## config.mk

```make
export PLATFORM = sky130hd
export DESIGN_NAME = axi_rd_arbiter
export DESIGN_NICKNAME = d
export VERILOG_FILES = /design/src/rtl/axi_rd_arbiter.sv
export SDC_FILE = /design/constraint.sdc
export NUM_CORES = 1
export LEC_CHECK = 0
export CAP_MARGIN = 15
export CORE_AREA = 2 2 89 91
export CTS_BUF_LIST = sky130_fd_sc_hd__clkbuf_2 sky130_fd_sc_hd__clkbuf_4 sky130_fd_sc_hd__clkbuf_8
export DETAILED_ROUTE_END_ITERATION = 8
export DIE_AREA = 0 0 91 93
export DONT_BUFFER_PORTS = 1
export PLACE_DENSITY = 0.41
export SETUP_SLACK_MARGIN = 0.5
export SLEW_MARGIN = 20
export SYNTH_ARGS = -nofsm -noshare
export SYNTH_HDL_FRONTEND = slang
export SYNTH_SLANG_ARGS = --single-unit
```

## constraint.sdc

```tcl
create_clock -name clk -period 1.4 [get_ports clk]
set_input_delay 0.14 -clock clk [delete_from_list [all_inputs] [get_ports clk]]
set_output_delay 0.14 -clock clk [all_outputs]
set_load 0.02 [all_outputs]
```

## src/rtl/axi_rd_arbiter.sv

```systemverilog
// ---------------------------------------------------------------------------
// axi_rd_arbiter
//
// Shares one AXI read slave port between NM masters. A round-robin pick is
// made on the read-address channel and the grant is held until the LAST beat
// of the read-data burst, so exactly one burst is outstanding at a time.
// ID, address, LEN and BURST pass straight through; outside IDLE every data
// path is combinational.
//
// Optional watchdog: define AXI_RD_ARB_TIMEOUT_EN to add a stall counter.
// When TIMEOUT_CYC cycles pass without a handshake in ADDR or DATA, the
// granted master gets a single SLVERR/LAST beat (ERR), then any late slave
// beats are drained (FLUSH) before returning to IDLE.
//
// Ports
//   clk, rstn                       clock, asynchronous active-low reset
//   M_RD_ADDR_ID/ADDR/LEN/BURST     packed per-master AR fields (master i in
//                                   slice i of each vector)
//   M_RD_ADDR_VALID / _READY        per-master AR handshake
//   M_RD_BACK_ID/DATA/DATA_RESP/LAST  R fields broadcast to every master
//   M_RD_DATA_VALID / _READY        per-master R handshake (granted bit only)
//   S_RD_ADDR_*                     muxed AR channel to the slave
//   S_RD_BACK_ID/DATA/RESP/LAST     R channel from the slave
//   S_RD_DATA_VALID / _READY        slave R handshake
//   grant                           current or most recently granted master
//   busy                            high in any state other than IDLE
// ---------------------------------------------------------------------------
module axi_rd_arbiter #(
   parameter int NM          = 2,
   parameter int TIMEOUT_CYC = 1024
) (
   input  logic                    clk,
   input  logic                    rstn,
   input  logic [NM*4-1:0]         M_RD_ADDR_ID,
   input  logic [NM*32-1:0]        M_RD_ADDR,
   input  logic [NM*8-1:0]         M_RD_ADDR_LEN,
   input  logic [NM*2-1:0]         M_RD_ADDR_BURST,
   input  logic [NM-1:0]           M_RD_ADDR_VALID,
   output logic [NM-1:0]           M_RD_ADDR_READY,
   output logic [3:0]              M_RD_BACK_ID,
   output logic [31:0]             M_RD_DATA,
   output logic [1:0]              M_RD_DATA_RESP,
   output logic                    M_RD_DATA_LAST,
   output logic [NM-1:0]           M_RD_DATA_VALID,
   input  logic [NM-1:0]           M_RD_DATA_READY,
   output logic [3:0]              S_RD_ADDR_ID,
   output logic [31:0]             S_RD_ADDR,
   output logic [7:0]              S_RD_ADDR_LEN,
   output logic [1:0]              S_RD_ADDR_BURST,
   output logic                    S_RD_ADDR_VALID,
   input  logic                    S_RD_ADDR_READY,
   input  logic [3:0]              S_RD_BACK_ID,
   input  logic [31:0]             S_RD_DATA,
   input  logic [1:0]              S_RD_DATA_RESP,
   input  logic                    S_RD_DATA_LAST,
   input  logic                    S_RD_DATA_VALID,
   output logic                    S_RD_DATA_READY,
   output logic [$clog2(NM)-1:0]   grant,
   output logic                    busy
);

   localparam int GW = $clog2(NM);
   // Reset to the last master so master 0 wins the first arbitration.
   localparam logic [GW-1:0] GRANT_RST = GW'(NM - 1);
   localparam logic [GW:0]   NM_W      = (GW + 1)'(NM);

   localparam logic [2:0] ST_IDLE  = 3'd0;
   localparam logic [2:0] ST_ADDR  = 3'd1;
   localparam logic [2:0] ST_DATA  = 3'd2;
`ifdef AXI_RD_ARB_TIMEOUT_EN
   localparam logic [2:0] ST_ERR   = 3'd3;
   localparam logic [2:0] ST_FLUSH = 3'd4;
   localparam int         CW       = $clog2(TIMEOUT_CYC + 1);
   localparam logic [CW-1:0] TO_LAST = CW'(TIMEOUT_CYC - 1);

   logic [CW-1:0] cnt_q, cnt_d;
`else
   logic unused_timeout_cfg;
   assign unused_timeout_cfg = ^TIMEOUT_CYC;
`endif

   logic [2:0]    state_q, state_d;
   logic [GW-1:0] grant_q, grant_d;

   // Unpacked views of the packed per-master address fields.
   logic [3:0]  m_id_a    [NM];
   logic [31:0] m_addr_a  [NM];
   logic [7:0]  m_len_a   [NM];
   logic [1:0]  m_burst_a [NM];

   for (genvar i = 0; i < NM; i++) begin : g_unpack
      assign m_id_a[i]    = M_RD_ADDR_ID[4*i +: 4];
      assign m_addr_a[i]  = M_RD_ADDR[32*i +: 32];
      assign m_len_a[i]   = M_RD_ADDR_LEN[8*i +: 8];
      assign m_burst_a[i] = M_RD_ADDR_BURST[2*i +: 2];
   end

   logic addr_hs, data_hs;
   assign addr_hs = (state_q == ST_ADDR) && M_RD_ADDR_VALID[grant_q] && S_RD_ADDR_READY;
   assign data_hs = (state_q == ST_DATA) && S_RD_DATA_VALID && M_RD_DATA_READY[grant_q];

   // Round-robin scan starting just after the previous grant, so the last
   // winner has the lowest priority.
   logic [GW-1:0] rr_pick;
   logic          rr_hit;
   logic [GW:0]   rr_idx;

   always_comb begin
      // NOTE: every variable written here gets a default first so no path
      // through the logic leaves it unassigned and infers a latch.
      rr_pick = grant_q;
      rr_hit  = 1'b0;
      rr_idx  = '0;
      for (int k = 1; k <= NM; k++) begin
         rr_idx = {1'b0, grant_q} + (GW + 1)'(k);
         if (rr_idx >= NM_W) rr_idx = rr_idx - NM_W;
         if (!rr_hit && M_RD_ADDR_VALID[rr_idx[GW-1:0]]) begin
            rr_hit  = 1'b1;
            rr_pick = rr_idx[GW-1:0];
         end
      end
   end

   always_comb begin
      state_d = state_q;
      grant_d = grant_q;
`ifdef AXI_RD_ARB_TIMEOUT_EN
      cnt_d   = '0;
`endif
      case (state_q)
         ST_IDLE: begin
            if (rr_hit) begin
               grant_d = rr_pick;
               state_d = ST_ADDR;
            end
         end
         ST_ADDR: begin
            if (addr_hs) state_d = ST_DATA;
            // Master withdrew VALID before the handshake: abandon quietly.
            else if (!M_RD_ADDR_VALID[grant_q]) state_d = ST_IDLE;
`ifdef AXI_RD_ARB_TIMEOUT_EN
            else if (cnt_q == TO_LAST) state_d = ST_ERR;
            else cnt_d = cnt_q + 1'b1;
`endif
         end
         ST_DATA: begin
            if (data_hs && S_RD_DATA_LAST) state_d = ST_IDLE;
`ifdef AXI_RD_ARB_TIMEOUT_EN
            else if (!data_hs) begin
               if (cnt_q == TO_LAST) state_d = ST_ERR;
               else cnt_d = cnt_q + 1'b1;
            end
`endif
         end
`ifdef AXI_RD_ARB_TIMEOUT_EN
         ST_ERR: begin
            if (M_RD_DATA_READY[grant_q]) state_d = ST_FLUSH;
         end
         ST_FLUSH: begin
            // Idle-cycle count restarts on every discarded beat.
            if (S_RD_DATA_VALID) begin
               if (S_RD_DATA_LAST) state_d = ST_IDLE;
            end
            else if (cnt_q == TO_LAST) state_d = ST_IDLE;
            else cnt_d = cnt_q + 1'b1;
         end
`endif
         default: state_d = ST_IDLE;
      endcase
   end

   always_ff @(posedge clk or negedge rstn) begin
      if (!rstn) begin
         state_q <= ST_IDLE;
         grant_q <= GRANT_RST;
`ifdef AXI_RD_ARB_TIMEOUT_EN
         cnt_q   <= '0;
`endif
      end
      else begin
         // NOTE: non-blocking assignments so every register samples the
         // pre-edge values, independent of statement order.
         state_q <= state_d;
         grant_q <= grant_d;
`ifdef AXI_RD_ARB_TIMEOUT_EN
         cnt_q   <= cnt_d;
`endif
      end
   end

   always_comb begin
      M_RD_ADDR_READY = '0;
      M_RD_DATA_VALID = '0;
      M_RD_BACK_ID    = '0;
      M_RD_DATA       = '0;
      M_RD_DATA_RESP  = '0;
      M_RD_DATA_LAST  = 1'b0;
      S_RD_ADDR_ID    = '0;
      S_RD_ADDR       = '0;
      S_RD_ADDR_LEN   = '0;
      S_RD_ADDR_BURST = '0;
      S_RD_ADDR_VALID = 1'b0;
      S_RD_DATA_READY = 1'b0;
      case (state_q)
         ST_ADDR: begin
            M_RD_ADDR_READY[grant_q] = S_RD_ADDR_READY;
            if (M_RD_ADDR_VALID[grant_q]) begin
               S_RD_ADDR_VALID = 1'b1;
               S_RD_ADDR_ID    = m_id_a[grant_q];
               S_RD_ADDR       = m_addr_a[grant_q];
               S_RD_ADDR_LEN   = m_len_a[grant_q];
               S_RD_ADDR_BURST = m_burst_a[grant_q];
            end
         end
         ST_DATA: begin
            M_RD_DATA_VALID[grant_q] = S_RD_DATA_VALID;
            S_RD_DATA_READY          = M_RD_DATA_READY[grant_q];
            if (S_RD_DATA_VALID) begin
               M_RD_BACK_ID   = S_RD_BACK_ID;
               M_RD_DATA      = S_RD_DATA;
               M_RD_DATA_RESP = S_RD_DATA_RESP;
               M_RD_DATA_LAST = S_RD_DATA_LAST;
            end
         end
`ifdef AXI_RD_ARB_TIMEOUT_EN
         ST_ERR: begin
            M_RD_DATA_VALID[grant_q] = 1'b1;
            M_RD_BACK_ID             = m_id_a[grant_q];
            M_RD_DATA_RESP           = 2'b10;
            M_RD_DATA_LAST           = 1'b1;
         end
         ST_FLUSH: S_RD_DATA_READY = 1'b1;
`endif
         default: ;
      endcase
   end

   assign grant = grant_q;
   assign busy  = (state_q != ST_IDLE);

endmodule

```

==> results.sh <==
export IMPL_cp_slowest_cell="dfstp_4"
export IMPL_vias=1429
export IMPL_rsz0062_at_grt="true"
export IMPL_async_flop_share_pct=100
export IMPL_synth_adder_area_share_pct=0
export IMPL_dpl_hpwl_um=3780
export IMPL_routabilityCongestion=0.680
export IMPL_port_buffers=0
export IMPL_diodes=0
export IMPL_clk_pin_slew_ns=0.03
export IMPL_synthMuxAreaShare_pct=40.3
export IMPL_htree_levels=1
export IMPL_rows=32
export IMPL_syn_area_mm2=0.00119
export IMPL_vias_per_cell=4.45
export IMPL_path_delay_family="flip-flops"
export IMPL_tightestPinTransition_ns=0.271
export IMPL_slew_viol_final=0
export IMPL_grt_overflow=0
export IMPL_dp_cells=292
export IMPL_final_util_pct=35.2
export IMPL_synthSimpleGateAreaFrac_pct=40.9
export IMPL_syn_avg_cell_area_um2=6.85
export IMPL_crit_type="reg2out"
export IMPL_synth_fp_nets=313
export IMPL_critPathMaxStageDelay_ns=0.61
export IMPL_synth_edf_count=0
export IMPL_synthXorXnorAreaFrac_pct=0
export IMPL_power_density_mw_per_mm2=2170
export IMPL_routedWlPerCell_um=17.5
export IMPL_fp_dieArea_mm2=0.00846
export IMPL_violations="setup timing"
export IMPL_ys_ff_latch=3
export IMPL_cts_root_buf="clkbuf_8"
export IMPL_post_route_drc_count=0
export IMPL_grt_pass1_wl_um=7270
export IMPL_finalNonFillerCells=321
export IMPL_grt_max_degree=15
export IMPL_die_x_um=91
export IMPL_numCtsBuffers=3
export IMPL_cts_num_sinks=3
export IMPL_fin_nets=359
export IMPL_antenna_found_initial=0
export IMPL_clk_latency_ns=0.22
export IMPL_area_delta_synth_final_pct=122
export IMPL_drt_pass1_iter_count=3
export IMPL_setup_slack_ns=-0.398
export IMPL_fmax_mhz=556
export IMPL_skew_ns=0.000162
export IMPL_cts_tree="yes"
export IMPL_drv_cap=0
export IMPL_fin_hold_ws_ns=0.0757
export IMPL_dieHeight_um=93
export IMPL_status="finished with violations"
export IMPL_min_period_ns=1.80
export IMPL_grt_pass1_vias=1336
export IMPL_crit_fanout=14
export IMPL_worst_ep_required_time_ns=1.26
export IMPL_final_hold_viol_count=0
export IMPL_finalSetupViolCount=95
export IMPL_relSlewSlack_pct=81.4
export IMPL_ctsLongestPathBuffers=2
export IMPL_drive_gt1_share_pct=79.0
export IMPL_synth_compound_area_share_pct=3.15
export IMPL_synth_flop_cell="dfrtp_1"
export IMPL_core_area_mm2=0.00753
export IMPL_cp_end_kind="output port"
export IMPL_synth_seq_area_share_pct=6.40
export IMPL_netlist_instances=174
export IMPL_cp_data_arrival_time_ns=1.66
export IMPL_worst_path_buf_inv=2
export IMPL_first_iter_violations=29
export IMPL_fin_crit_sh_pct=128
export IMPL_synth_top_family_by_area="simple AND/OR/NAND/NOR gates"
export IMPL_grt_usage_pct=10.6
export IMPL_start_util_pct=15.8
export IMPL_p_leak_nw=1.07
export IMPL_ant_nets=0
export IMPL_vdd_drop_max_v=0.000884
export IMPL_pin_count=232
export IMPL_critPathLaunchType="register"
export IMPL_routed_wl_um=5610
export IMPL_crit_chain="mux2i_2 > nand2b_4 > buf_12 > nor2_1 > buf_4"
export IMPL_hold_path_class="in2reg"
export IMPL_power_mw=5.76
export IMPL_yosysUniqueCellTypes=20
export IMPL_ys_warn_count=0
-- synthesized netlist by cell type, types with 2 or more instances --
master    instances  area (um2)
o21ai_0           3        15.0
inv_1             3        11.3
nor2b_1           2        12.5
nor2_1           48         180
buf_4             4        30.0
clkbuf_1          4        15.0
and2_1           40         250
buf_2             4        20.0
mux2i_1          48         480
a21oi_1           2        10.0
and3_1            2        12.5
nand2_1           3        11.3
dfrtp_1           2        50.1
buf_6             3        33.8
-- report_power, final --
part,internal [mW],leakage (nW),switching (mW)
sequential,0.152,0.0360,0.0364
clock,0.214,0.0262,0.0608
combinational,2.62,1.00,2.67
-- timing repair --
item	CTS	global route
resized for setup	47	18
setup buffers	10	5
pin swaps	8	24
hold endpoints to repair	4	0
cloned	7	1
hold buffers	2	0
endpoints found under the setup margin	96	96
-- worst paths after layout --
path	from	slack, ns	end	depth (start not counted)
worst max-delay path	grant$_DFFE_PN1P_	-0.40	S_RD_ADDR_BURST[0]	5
worst min-delay path	M_RD_ADDR_VALID[0]	0.08	state_q[0]$_DFFE_PN0P_	2
worst max register to register	grant$_DFFE_PN1P_	-0.17	state_q[1]$_DFFE_PN0P_	5
worst min register to register	state_q[1]$_DFFE_PN0P_	0.63	state_q[0]$_DFFE_PN0P_	3
max in group asynchronous	rstn	1.01	grant$_DFFE_PN1P_	1
min in group asynchronous	rstn	0.17	state_q[0]$_DFFE_PN0P_	1
-- metrics by stage --
stage	instance area [um2]	worst slack, ns	setup TNS (ns)
floorplan	1660	-0.0834	-3.31
global placement	1920	-0.289	-8.78
detailed placement	1920	-0.310	-8.99
CTS	2470	-0.392	-21.05
global route	2650	-0.458	-26.50
finish	2650	-0.398	-21.41
-- metal layers --
layer / routed length, um / vias to the layer above / GRT usage (%)
li1: - / 663 / -
met1: 2000 / 667 / 13.5
met2: 3120 / 95 / 19.1
met3: 463 / 4 / 2.18
met4: 21 / 0 / 1.52
met5: 0 / - / 0
-- kinds of logic after synthesis --
| group | count (synthesis) |
|---|---|
| and+or+nand+nor | 98 |
| muxes | 48 |
| buffers and inverters | 18 |
| AOI/OAI and AO/OA | 7 |
| DFF | 3 |
-- worst reg2reg max path, cell delays in order (launching register included) --
cell and delay, ns:
dfstp_4 0.61, buf_6 0.18, buf_6 0.18, mux2i_4 0.25, o21ai_0 0.11, o22ai_1 0.15
-- layout make-up --
class	instances	area (um2)
Fill cell	794	4880
Multi-Input combinational cell	153	1590
Timing Repair Buffer	56	785
Tap cell	102	128
Sequential cell	3	80.1
Clock buffer	4	48.8
Inverter	3	16.3
-- state kept, by name (all words and copies together) (netlist names) --
name	count
state_q	2
grant	1
-- cells in the final DEF, fill, tap and decap left out --
master and instances:
buf_4 22, nor3b_2 1, inv_6 1, mux2i_2 20, a31oi_1 1, nor2_4 35, dlygate4sd3_1 2, buf_16 8
nor2b_4 1, nor2b_1 1, and2b_1 1, o21ai_0 3, dfstp_4 1, nor2_1 11, inv_2 2, clkbuf_4 1
clkbuf_16 1, clkbuf_8 3, nand2_1 3, dfrtp_1 2, and3_4 2, buf_8 2, o22ai_1 1, mux2i_4 9
a21oi_1 2, and2_4 40, buf_6 11, nand2b_4 1, buf_12 10, mux2i_1 19, nor2_2 2
No activity file was read; power rests on OpenSTA's default activity.
